==> config.mk <==
export PLATFORM = sky130hd
export DESIGN_NAME = frame_diff_tracker
export DESIGN_NICKNAME = d
export VERILOG_FILES = /design/src/rtl/frame_diff_tracker_pkg.sv /design/src/rtl/frame_diff_tracker_tile_store.sv /design/src/rtl/frame_diff_tracker.sv
export SDC_FILE = /design/constraint.sdc
export NUM_CORES = 1
export LEC_CHECK = 0
export CORE_ASPECT_RATIO = 0.5
export CORE_MARGIN = 1
export CORE_UTILIZATION = 55
export DETAILED_ROUTE_END_ITERATION = 16
export PLACE_DENSITY = 0.82
export SLEW_MARGIN = 5
export SYNTH_ARGS = -nofsm -noshare
export SYNTH_HDL_FRONTEND = slang
export SYNTH_SLANG_ARGS = --single-unit
==> constraint.sdc <==
create_clock -name clk -period 6.1 [get_ports clk]
set_input_delay 0.915 -clock clk [delete_from_list [all_inputs] [get_ports clk]]
set_output_delay 0.915 -clock clk [all_outputs]
set_load 0.02 [all_outputs]
==> src/rtl/frame_diff_tracker_pkg.sv <==
// Shared types for the frame diff tracker: tile object codes and FSM states.
package frame_diff_tracker_pkg;

  // Object codes as produced by the game-logic cell encoder.
  typedef enum logic [2:0] {
    BLANK      = 3'd0,
    SNAKE_HEAD = 3'd1,
    SNAKE_BODY = 3'd2,
    APPLE      = 3'd3,
    BORDER     = 3'd4
  } obj_code_t;

  // SCAN: accepting cells freely. WAIT: a diff is held for the drawer.
  typedef enum logic [0:0] {
    StScan = 1'b0,
    StWait = 1'b1
  } fsm_state_t;

endpackage

==> src/rtl/frame_diff_tracker_tile_store.sv <==
// Shadow tile map: register array with one async read port and one sync write port.
module frame_diff_tracker_tile_store
  import frame_diff_tracker_pkg::*;
#(
  parameter int unsigned Depth = 192,
  parameter int unsigned CodeW = 3,
  parameter int unsigned AddrW = $clog2(Depth)
) (
  input  logic             clk,
  input  logic             rst,
  input  logic             we,
  input  logic [AddrW-1:0] waddr,
  input  logic [CodeW-1:0] wdata,
  input  logic [AddrW-1:0] raddr,
  output logic [CodeW-1:0] rdata
);

  logic [CodeW-1:0] mem_q [Depth];

  // Clear every tile to BLANK on reset, otherwise write the addressed tile.
  always_ff @(posedge clk) begin
    if (rst) begin
      for (int i = 0; i < int'(Depth); i++) begin
        mem_q[i] <= CodeW'(BLANK);
      end
    end else if (we) begin
      mem_q[waddr] <= wdata;
    end
  end

  assign rdata = mem_q[raddr];

endmodule

==> src/rtl/frame_diff_tracker.sv <==
// Scans per-cell object codes in raster order and forwards only changed tiles
// to the drawer over valid/ready, with forced redraw and per-frame diff count.
module frame_diff_tracker
  import frame_diff_tracker_pkg::*;
#(
  parameter int unsigned GRID_W    = 16,
  parameter int unsigned GRID_H    = 12,
  parameter int unsigned CODE_W    = 3,
  parameter bit          BORDER_EN = 1'b1,
  parameter int unsigned CNT_W     = $clog2(GRID_W * GRID_H + 1),
  parameter int unsigned XW        = $clog2(GRID_W),
  parameter int unsigned YW        = $clog2(GRID_H)
) (
  input  logic              clk,
  input  logic              rst,
  input  logic              cell_valid,
  output logic              cell_ready,
  input  logic [CODE_W-1:0] obj_in,
  output logic [XW-1:0]     cell_x,
  output logic [YW-1:0]     cell_y,
  input  logic              force_redraw,
  output logic              diff_valid,
  input  logic              diff_ready,
  output logic [CODE_W-1:0] diff_code,
  output logic [XW-1:0]     diff_x,
  output logic [YW-1:0]     diff_y,
  output logic              frame_done,
  output logic [CNT_W-1:0]  frame_diffs
);

  localparam int unsigned NumCells = GRID_W * GRID_H;
  localparam int unsigned AddrW    = $clog2(NumCells);

  fsm_state_t        state_q, state_d;
  logic [XW-1:0]     x_q;
  logic [YW-1:0]     y_q;
  logic [CODE_W-1:0] diff_code_q;
  logic [XW-1:0]     diff_x_q;
  logic [YW-1:0]     diff_y_q;
  logic              frame_done_q;
  logic [CNT_W-1:0]  frame_diffs_q;
  logic [CNT_W-1:0]  cnt_q;
  logic              force_pend_q;
  logic              force_active_q;

  logic              x_last, y_last, at_origin, at_last, on_edge;
  logic [CODE_W-1:0] eff_code;
  logic [CODE_W-1:0] shadow_code;
  logic [AddrW-1:0]  addr;
  logic              accept;
  logic              force_now;
  logic              is_diff;

  assign x_last    = (x_q == XW'(GRID_W - 1));
  assign y_last    = (y_q == YW'(GRID_H - 1));
  assign at_origin = (x_q == '0) && (y_q == '0);
  assign at_last   = x_last && y_last;
  assign on_edge   = (x_q == '0) || (y_q == '0) || x_last || y_last;
  assign eff_code  = (BORDER_EN && on_edge) ? CODE_W'(BORDER) : obj_in;
  assign addr      = AddrW'(32'(y_q) * GRID_W + 32'(x_q));

  frame_diff_tracker_tile_store #(
    .Depth (NumCells),
    .CodeW (CODE_W),
    .AddrW (AddrW)
  ) u_tile_store (
    .clk   (clk),
    .rst   (rst),
    .we    (accept),
    .waddr (addr),
    .wdata (eff_code),
    .raddr (addr),
    .rdata (shadow_code)
  );

  // Handshake, diff detection and next-state decode.
  always_comb begin
    cell_ready = 1'b0;
    accept     = 1'b0;
    force_now  = 1'b0;
    is_diff    = 1'b0;
    state_d    = state_q;
    // Nothing is accepted while reset is held.
    cell_ready = !rst && ((state_q == StScan) || diff_ready);
    accept     = cell_valid && cell_ready;
    // Tile (0,0) already belongs to the frame a pending force applies to.
    force_now  = at_origin ? force_pend_q : force_active_q;
    is_diff    = accept && ((eff_code != shadow_code) || force_now);
    unique case (state_q)
      StScan: if (is_diff) state_d = StWait;
      StWait: if (diff_ready && !is_diff) state_d = StScan;
      default: state_d = StScan;
    endcase
  end

  // FSM state register.
  always_ff @(posedge clk) begin
    if (rst) begin
      state_q <= StScan;
    end else begin
      state_q <= state_d;
    end
  end

  // Raster pointer, advanced on every accepted cell.
  always_ff @(posedge clk) begin
    if (rst) begin
      x_q <= '0;
      y_q <= '0;
    end else if (accept) begin
      if (x_last) begin
        x_q <= '0;
        y_q <= y_last ? '0 : y_q + 1'b1;
      end else begin
        x_q <= x_q + 1'b1;
      end
    end
  end

  // Diff output registers, loaded whenever an accepted cell is a diff.
  always_ff @(posedge clk) begin
    if (rst) begin
      diff_code_q <= '0;
      diff_x_q    <= '0;
      diff_y_q    <= '0;
    end else if (is_diff) begin
      diff_code_q <= eff_code;
      diff_x_q    <= x_q;
      diff_y_q    <= y_q;
    end
  end

  // Per-frame diff counter; result published with frame_done after the last tile.
  always_ff @(posedge clk) begin
    if (rst) begin
      cnt_q         <= '0;
      frame_diffs_q <= '0;
      frame_done_q  <= 1'b0;
    end else begin
      frame_done_q <= accept && at_last;
      if (accept) begin
        if (at_last) begin
          frame_diffs_q <= cnt_q + CNT_W'(is_diff);
          cnt_q         <= '0;
        end else begin
          cnt_q <= cnt_q + CNT_W'(is_diff);
        end
      end
    end
  end

  // Force flags: a request is latched and only takes effect from tile (0,0).
  always_ff @(posedge clk) begin
    if (rst) begin
      force_pend_q   <= 1'b0;
      force_active_q <= 1'b0;
    end else begin
      if (force_redraw) force_pend_q <= 1'b1;
      if (accept && at_origin) begin
        force_active_q <= force_pend_q;
        force_pend_q   <= force_redraw;
      end
      if (accept && at_last) force_active_q <= 1'b0;
    end
  end

  assign cell_x      = x_q;
  assign cell_y      = y_q;
  assign diff_valid  = (state_q == StWait);
  assign diff_code   = diff_code_q;
  assign diff_x      = diff_x_q;
  assign diff_y      = diff_y_q;
  assign frame_done  = frame_done_q;
  assign frame_diffs = frame_diffs_q;

endmodule

# Yosys cells after proc, flatten, opt, wreduce, memory -nomap -nowiden
# Memories as Yosys holds them, arrays and structs flattened.
# Index checks and enable logic that the tools add are counted.
# totals
regBits	39
ramBits	576
output_inout_bits	30
word_cells	60
n_memories	1
# classes
addsub	4
eq_ne	3
muxes	18
bitwise_logic	1
n_reduce_logical	22
# mem_list
memory	depth	word_bits	read_ports	rd_clocked_by_memory_dff	wr	line_no	source
u_tile_store.mem_q	192	3	1	0	192	frame_diff_tracker_tile_store.sv:18	logic [CodeW-1:0] mem_q [Depth];
# ops
cell	count
8-bit 2-to-1 mux	2
1-bit 2-to-1 mux	11
4-bit by 1-bit adder with 4-bit output, second input constant	2
8-bit by 1-bit adder with 8-bit output	1
8-bit by 4-bit adder with 8-bit output	1
4-bit equality test, second input constant	2
1-bit logical AND	8
4-bit logical NOT	2
4-bit 2-to-1 mux	2
3-bit 2-to-1 mux	2
1-bit logical OR	5
2-bit AND reduction	2
3-bit inequality test	1
3-bit OR reduction	1
1-bit logical NOT	2
1-bit one-hot mux with 2 select lines	1
2-bit nonzero test	1
2-bit OR reduction	1
1-bit NOT	1

# Longest topological paths before layout
# depth
depth_word	12
depth_mapped	22

# Cells and area by module
# A second synthesis with hierarchy kept.
# unflattened
cells_unflattened	2622
area_unflattened_um2	37768.7
# modules_own_cells
mod	instances	cells_per_inst	area_each_um2	seq_area_each_um2
frame_diff_tracker_tile_store	1	2409	35967.0	23062.1
frame_diff_tracker	1	213	1801.7	780.7

# Worst setup path after synthesis
# OpenSTA, ideal clock, no wires.
# synth_path
kind	flip-flop to flip-flop
start	register x_q[0] (netlist: cell_x[0])
end	register cnt_q[6]
arrival_time_ns	4.635
required_time_ns	5.972
path_slack_ns	1.337
path_stages_with_launch	23
cell_sequence	dfxtp_1 -> buf_6 -> buf_6 -> buf_6 -> inv_2 -> buf_1 -> ha_1 -> nand2_1 -> and4_1 -> nand2_1 -> inv_1 -> nand2_1 -> mux2_2 -> o31ai_2 -> buf_6 -> inv_1 -> ha_1 -> ha_1 -> nand2_1 -> nor2_1 -> xnor2_1 -> a22oi_1 -> nor2_1
# synth_via
elab_chain_cells	10
word_cells_on_any_way	16
cone_classes	2 x add/sub; 2 x eq/ne; 3 x mux; 8 x reduce/logical; 1 x memory
# synth_lines
element	line_no	source
from (decl)	frame_diff_tracker.sv:35	logic [XW-1:0] x_q;
from (signal assigned)	frame_diff_tracker.sv:115	x_q <= x_q + 1'b1;
4-bit logical NOT	frame_diff_tracker.sv:58	assign on_edge = (x_q == '0) || (y_q == '0) || x_last || y_last;
1-bit logical OR	frame_diff_tracker.sv:58	
1-bit logical OR (*) (2 in a row)	frame_diff_tracker.sv:58	
3-bit 2-to-1 mux (*)	frame_diff_tracker.sv:59	assign eff_code = (BORDER_EN && on_edge) ? CODE_W'(BORDER) : obj_in;
net eff_code[0]	frame_diff_tracker.sv:47	logic [CODE_W-1:0] eff_code;
3-bit inequality test (*)	frame_diff_tracker.sv:88	is_diff = accept && ((eff_code != shadow_code) || force_now);
1-bit logical OR (*)	frame_diff_tracker.sv:88	
1-bit logical AND (*)	frame_diff_tracker.sv:88	
net is_diff	frame_diff_tracker.sv:52	logic is_diff;
8-bit by 1-bit adder with 8-bit output (*)	frame_diff_tracker.sv:146	cnt_q <= cnt_q + CNT_W'(is_diff);
8-bit 2-to-1 mux (*)	frame_diff_tracker.sv:142	if (at_last) begin
to (signal assigned)	frame_diff_tracker.sv:146	
to (decl)	frame_diff_tracker.sv:42	logic [CNT_W-1:0] cnt_q;
# Mark *: on every way through the listed nets, which the timed path passes. The rest lies on a longest branch.
# A chain may end at the register's enable or synchronous reset.

# Worst setup path after layout
# layout_path
start	register x_q[3] (netlist: cell_x[3])
end	register cnt_q[6]
# layout_via
elab_chain_cells	10
word_cells_on_any_way	16
cone_classes	2 x add/sub; 2 x eq/ne; 3 x mux; 8 x reduce/logical; 1 x memory
# layout_lines
element	line_no
branches (longest 6 deep; another with 8-bit by 4-bit adder with 8-bit output)	-
1-bit logical OR (*)	frame_diff_tracker.sv:88
1-bit logical AND (*)	frame_diff_tracker.sv:88
net is_diff	frame_diff_tracker.sv:52
8-bit by 1-bit adder with 8-bit output (*)	frame_diff_tracker.sv:146
8-bit 2-to-1 mux (*)	frame_diff_tracker.sv:142
# Mark *: on every way through the listed nets, which the timed path passes.

==> impl_results.md <==
- Core Box Area: 63800 um^2
- PD cells: 290 nW/um^2
- Vias after detailed routing: 23400
- R2R cell count: 16
- Slew headroom: 0.0915
- Port Buffers: 37
- Clock transition at path regs: 0.07 ns
- Leakage: 13.5 nW
- Wire per inst: 27.1 um
- Crit path cell chain: nor2b_2, nand3_1, o31ai_1, a2111oi_0, a2111oi_0, nor4_2, xnor2_1, o31ai_2, inv_1, ha_1, ha_1, nand2_1, nor2_1, xnor2_1, a22oi_1, nor2_1
- Row count: 65
- Post-DRT Antenna Nets: 0
- # hold bufs at CTS: 0
- GR Util All Layers: 0.296
- Remaining DRCs: 0
- Place WS: 0.864 ns
- Setup violators final: 0
- Post-Syn Area: 36000 um^2
- Top cell type's share of synthesized area: 0.640
- Flops & latches, synth: 807
- Total internal power: 9.00 mW
- Yosys Warn Count: 0
- First-pass GRT wire length: 144 mm
- Fin crit share: 0.910
- IO Pins: 38
- Combinational share of power: 0.060
- Antenna cells: 0
- Skew-Pair Late Insertion Delay: 0.62 ns
- TritonCTS clock tree: yes
- Initial drt markers: 3916
- Gpl congestion: 0.976
- Slowest CP cell: nor2b_2
- Delay of the slowest critical-path stage: 1.11 ns
- Setup Buffers After CTS: 0
- DRT Pass-1 Iters: 7
- Status: finished clean
- CP Capture Point: cnt_q[6]
- FMAX: 180 MHz
- Setup crit end kind: flip-flop
- Detailed Place HPWL: 62.8 mm
- Final Hold Fails: 0
- P&R area growth vs syn: 10.4%
- Hold WS: 0.479 ns
- Vias in the first global route: 22900
- Area contributors post-synth: edfxtp_1, mux4_2, nor2_1, mux2i_1, nand2b_1
- Largest net degree at the start of global routing: 141
- Worst setup startpoint: cell_x[3]
- Clock Skew: 0.0248 ns
- Unrepaired setup endpoints after global routing: false
- Die width: 364 um
- Reg2reg start: cell_x[3]
- Number of flops mapped to enable cells by yosys: 768
- Die Y: 183 um
- Vias per Instance: 6.49
- Req. time, crit path: 6.55 ns
- Fin. max-slew vios: 0
- Nets: 2702
- Switching Fraction: 0.219
- Initial Util: 0.564
- Die ar.: 66600 um^2
- CP Class: flip-flop to flip-flop
- Sequential fraction of the synthesis area: 0.662
- Initial antenna violation count: 2
- Root buf cell: clkbuf_16
- Worst min-delay path class: flip-flop to flip-flop
- VDD IR max: 0.000203 V
- Dpl cell area: 37500 um^2
- Max clock buf depth: 3
- Layout cells sized above 1: 0.143
- Synthesized area per cell: 13.9 um^2
- Drt total wl: 97.5 mm
- R2R setup slack: 0.55 ns
- Fin area: 39800 um^2
- Crit path arrival time: 6.00 ns
- Crit Reg-Reg Endpoint: cnt_q[6]
- CP Max Fanout: 35
- Final setup TNS: 0 ns
- CP Launch Type: flip-flop
- Final WS setup: 0.549 ns
- Reg power frac: 0.551
- Clock share of power: 0.389
- Synth cell count leaders: edfxtp_1, nor2_1, nand2_1
- Sw power: 2.52 mW
- CTS Buf Count: 71
- Minimum clock period: 5.55 ns
- Max-Cap Viols: 0
- Most numerous cell in the Yosys netlist: edfxtp_1
- Synthesized instance count: 2598
- PostCTS Resize Cnt: 0
- Grt ovf: 0
- CTS sink count: 807
- Synth Flop Type: edfxtp_1
- H-Tree Depth: 3
- Fin util: 0.623
- Synth area leader: edfxtp_1
- Slew @ Worst Pin: 1.36 ns
- Hold path depth: 2
- Ys async rst share: 0
- Synth cell types: 69
-- critical path: cells and delay by family (launching register included) --
family	cells	cell delay, ns
buffers and inverters	1	0.12
and+or+nand+nor	6	1.61
xor gates and xnor gates	2	0.33
AOI/OAI and AO/OA	5	1.79
DFF	1	1.03
adders and majority gates	2	0.49
-- through the flow --
step | instances | total power, mW
after floorplan | 2701 | 6.89
after global placement | 3482 | 7.10
after detailed placement | 3482 | 7.12
after CTS | 3605 | 11.5
after global routing | 3605 | 11.8
final | 3605 | 11.5
-- metal layers --
metal  part of all wire  track usage  vias to the layer above
li1                   -            -                     9671
met1               0.35        0.396                    11300
met2               0.44        0.435                     2034
met3               0.16        0.104                      380
met4              0.052        0.137                        2
met5             0.0013       0.0138                        -
-- worst min-delay path by stage --
stage                        start        endpoint  slack [ns]
detailed placement  force_active_q  force_active_q        0.47
floorplan           force_active_q  force_active_q        0.44
CTS                 force_active_q  force_active_q        0.48
global route        force_active_q  force_active_q        0.49
finish              frame_diffs[6]  frame_diffs[6]        0.48
global placement    force_active_q  force_active_q        0.44
-- kinds of logic (layout without fill, tap and decap cells) --
family,count (synthesis),in the layout,share of synthesized area
compound gates,190,190,0.0377
xor+xnor,11,11,0.00267
fa+ha+maj,10,10,0.00347
buf+inv,209,242,0.0283
flops,807,807,0.662
mux,274,274,0.128
other cells,1,104,0.000104
simple gates,1096,1096,0.137
-- state kept, by name, summed over array words and instances (netlist names), 3 cells and up --
register	count
u_tile_store.mem_q	768
cnt_q	8
frame_diffs	8
cell_x	4
cell_y	4
diff_x	4
diff_y	4
diff_code	3
-- layout by cell type (no fill, tap or decap), types with 8 or more instances in the layout --
cell type / instances
clkdlybuf4s50_1: 36
clkbuf_16: 72
mux4_1: 9
o22ai_1: 22
nor3_1: 55
o221ai_1: 15
nand2_1: 177
nand2b_1: 145
and2_0: 8
clkinv_1: 17
clkinv_2: 9
ha_1: 10
nor2b_1: 13
a22o_1: 10
o21bai_1: 14
a211oi_1: 9
nor2_1: 537
dfxtp_1: 35
a21oi_1: 25
edfxtp_1: 768
buf_4: 63
mux2i_1: 108
nand3b_1: 8
nand3_1: 67
or2_2: 51
mux2_2: 17
inv_1: 10
conb_1: 104
o21ai_0: 20
mux4_2: 136
a22oi_1: 34
clkbuf_1: 12
-- area by class of cell --
type                       count  area, um^2
clock inverter                39         394
multi-input combinational   1685       11600
timing repair buffer         105         945
inverter                      14        52.6
clock buffer                  84        1850
tap                          871        1090
sequential                   807       23900
fill                        4335       24100
-- power by group through the flow --
stage | clock network (mW) | registers, mW | logic, mW
after floorplan | 0 | 6.39 | 0.493
after global placement | 0 | 6.45 | 0.645
after detailed placement | 0 | 6.46 | 0.661
after CTS | 4.48 | 6.35 | 0.668
after global routing | 4.69 | 6.36 | 0.715
final | 4.49 | 6.35 | 0.689
(Power assumes the default switching activity.)
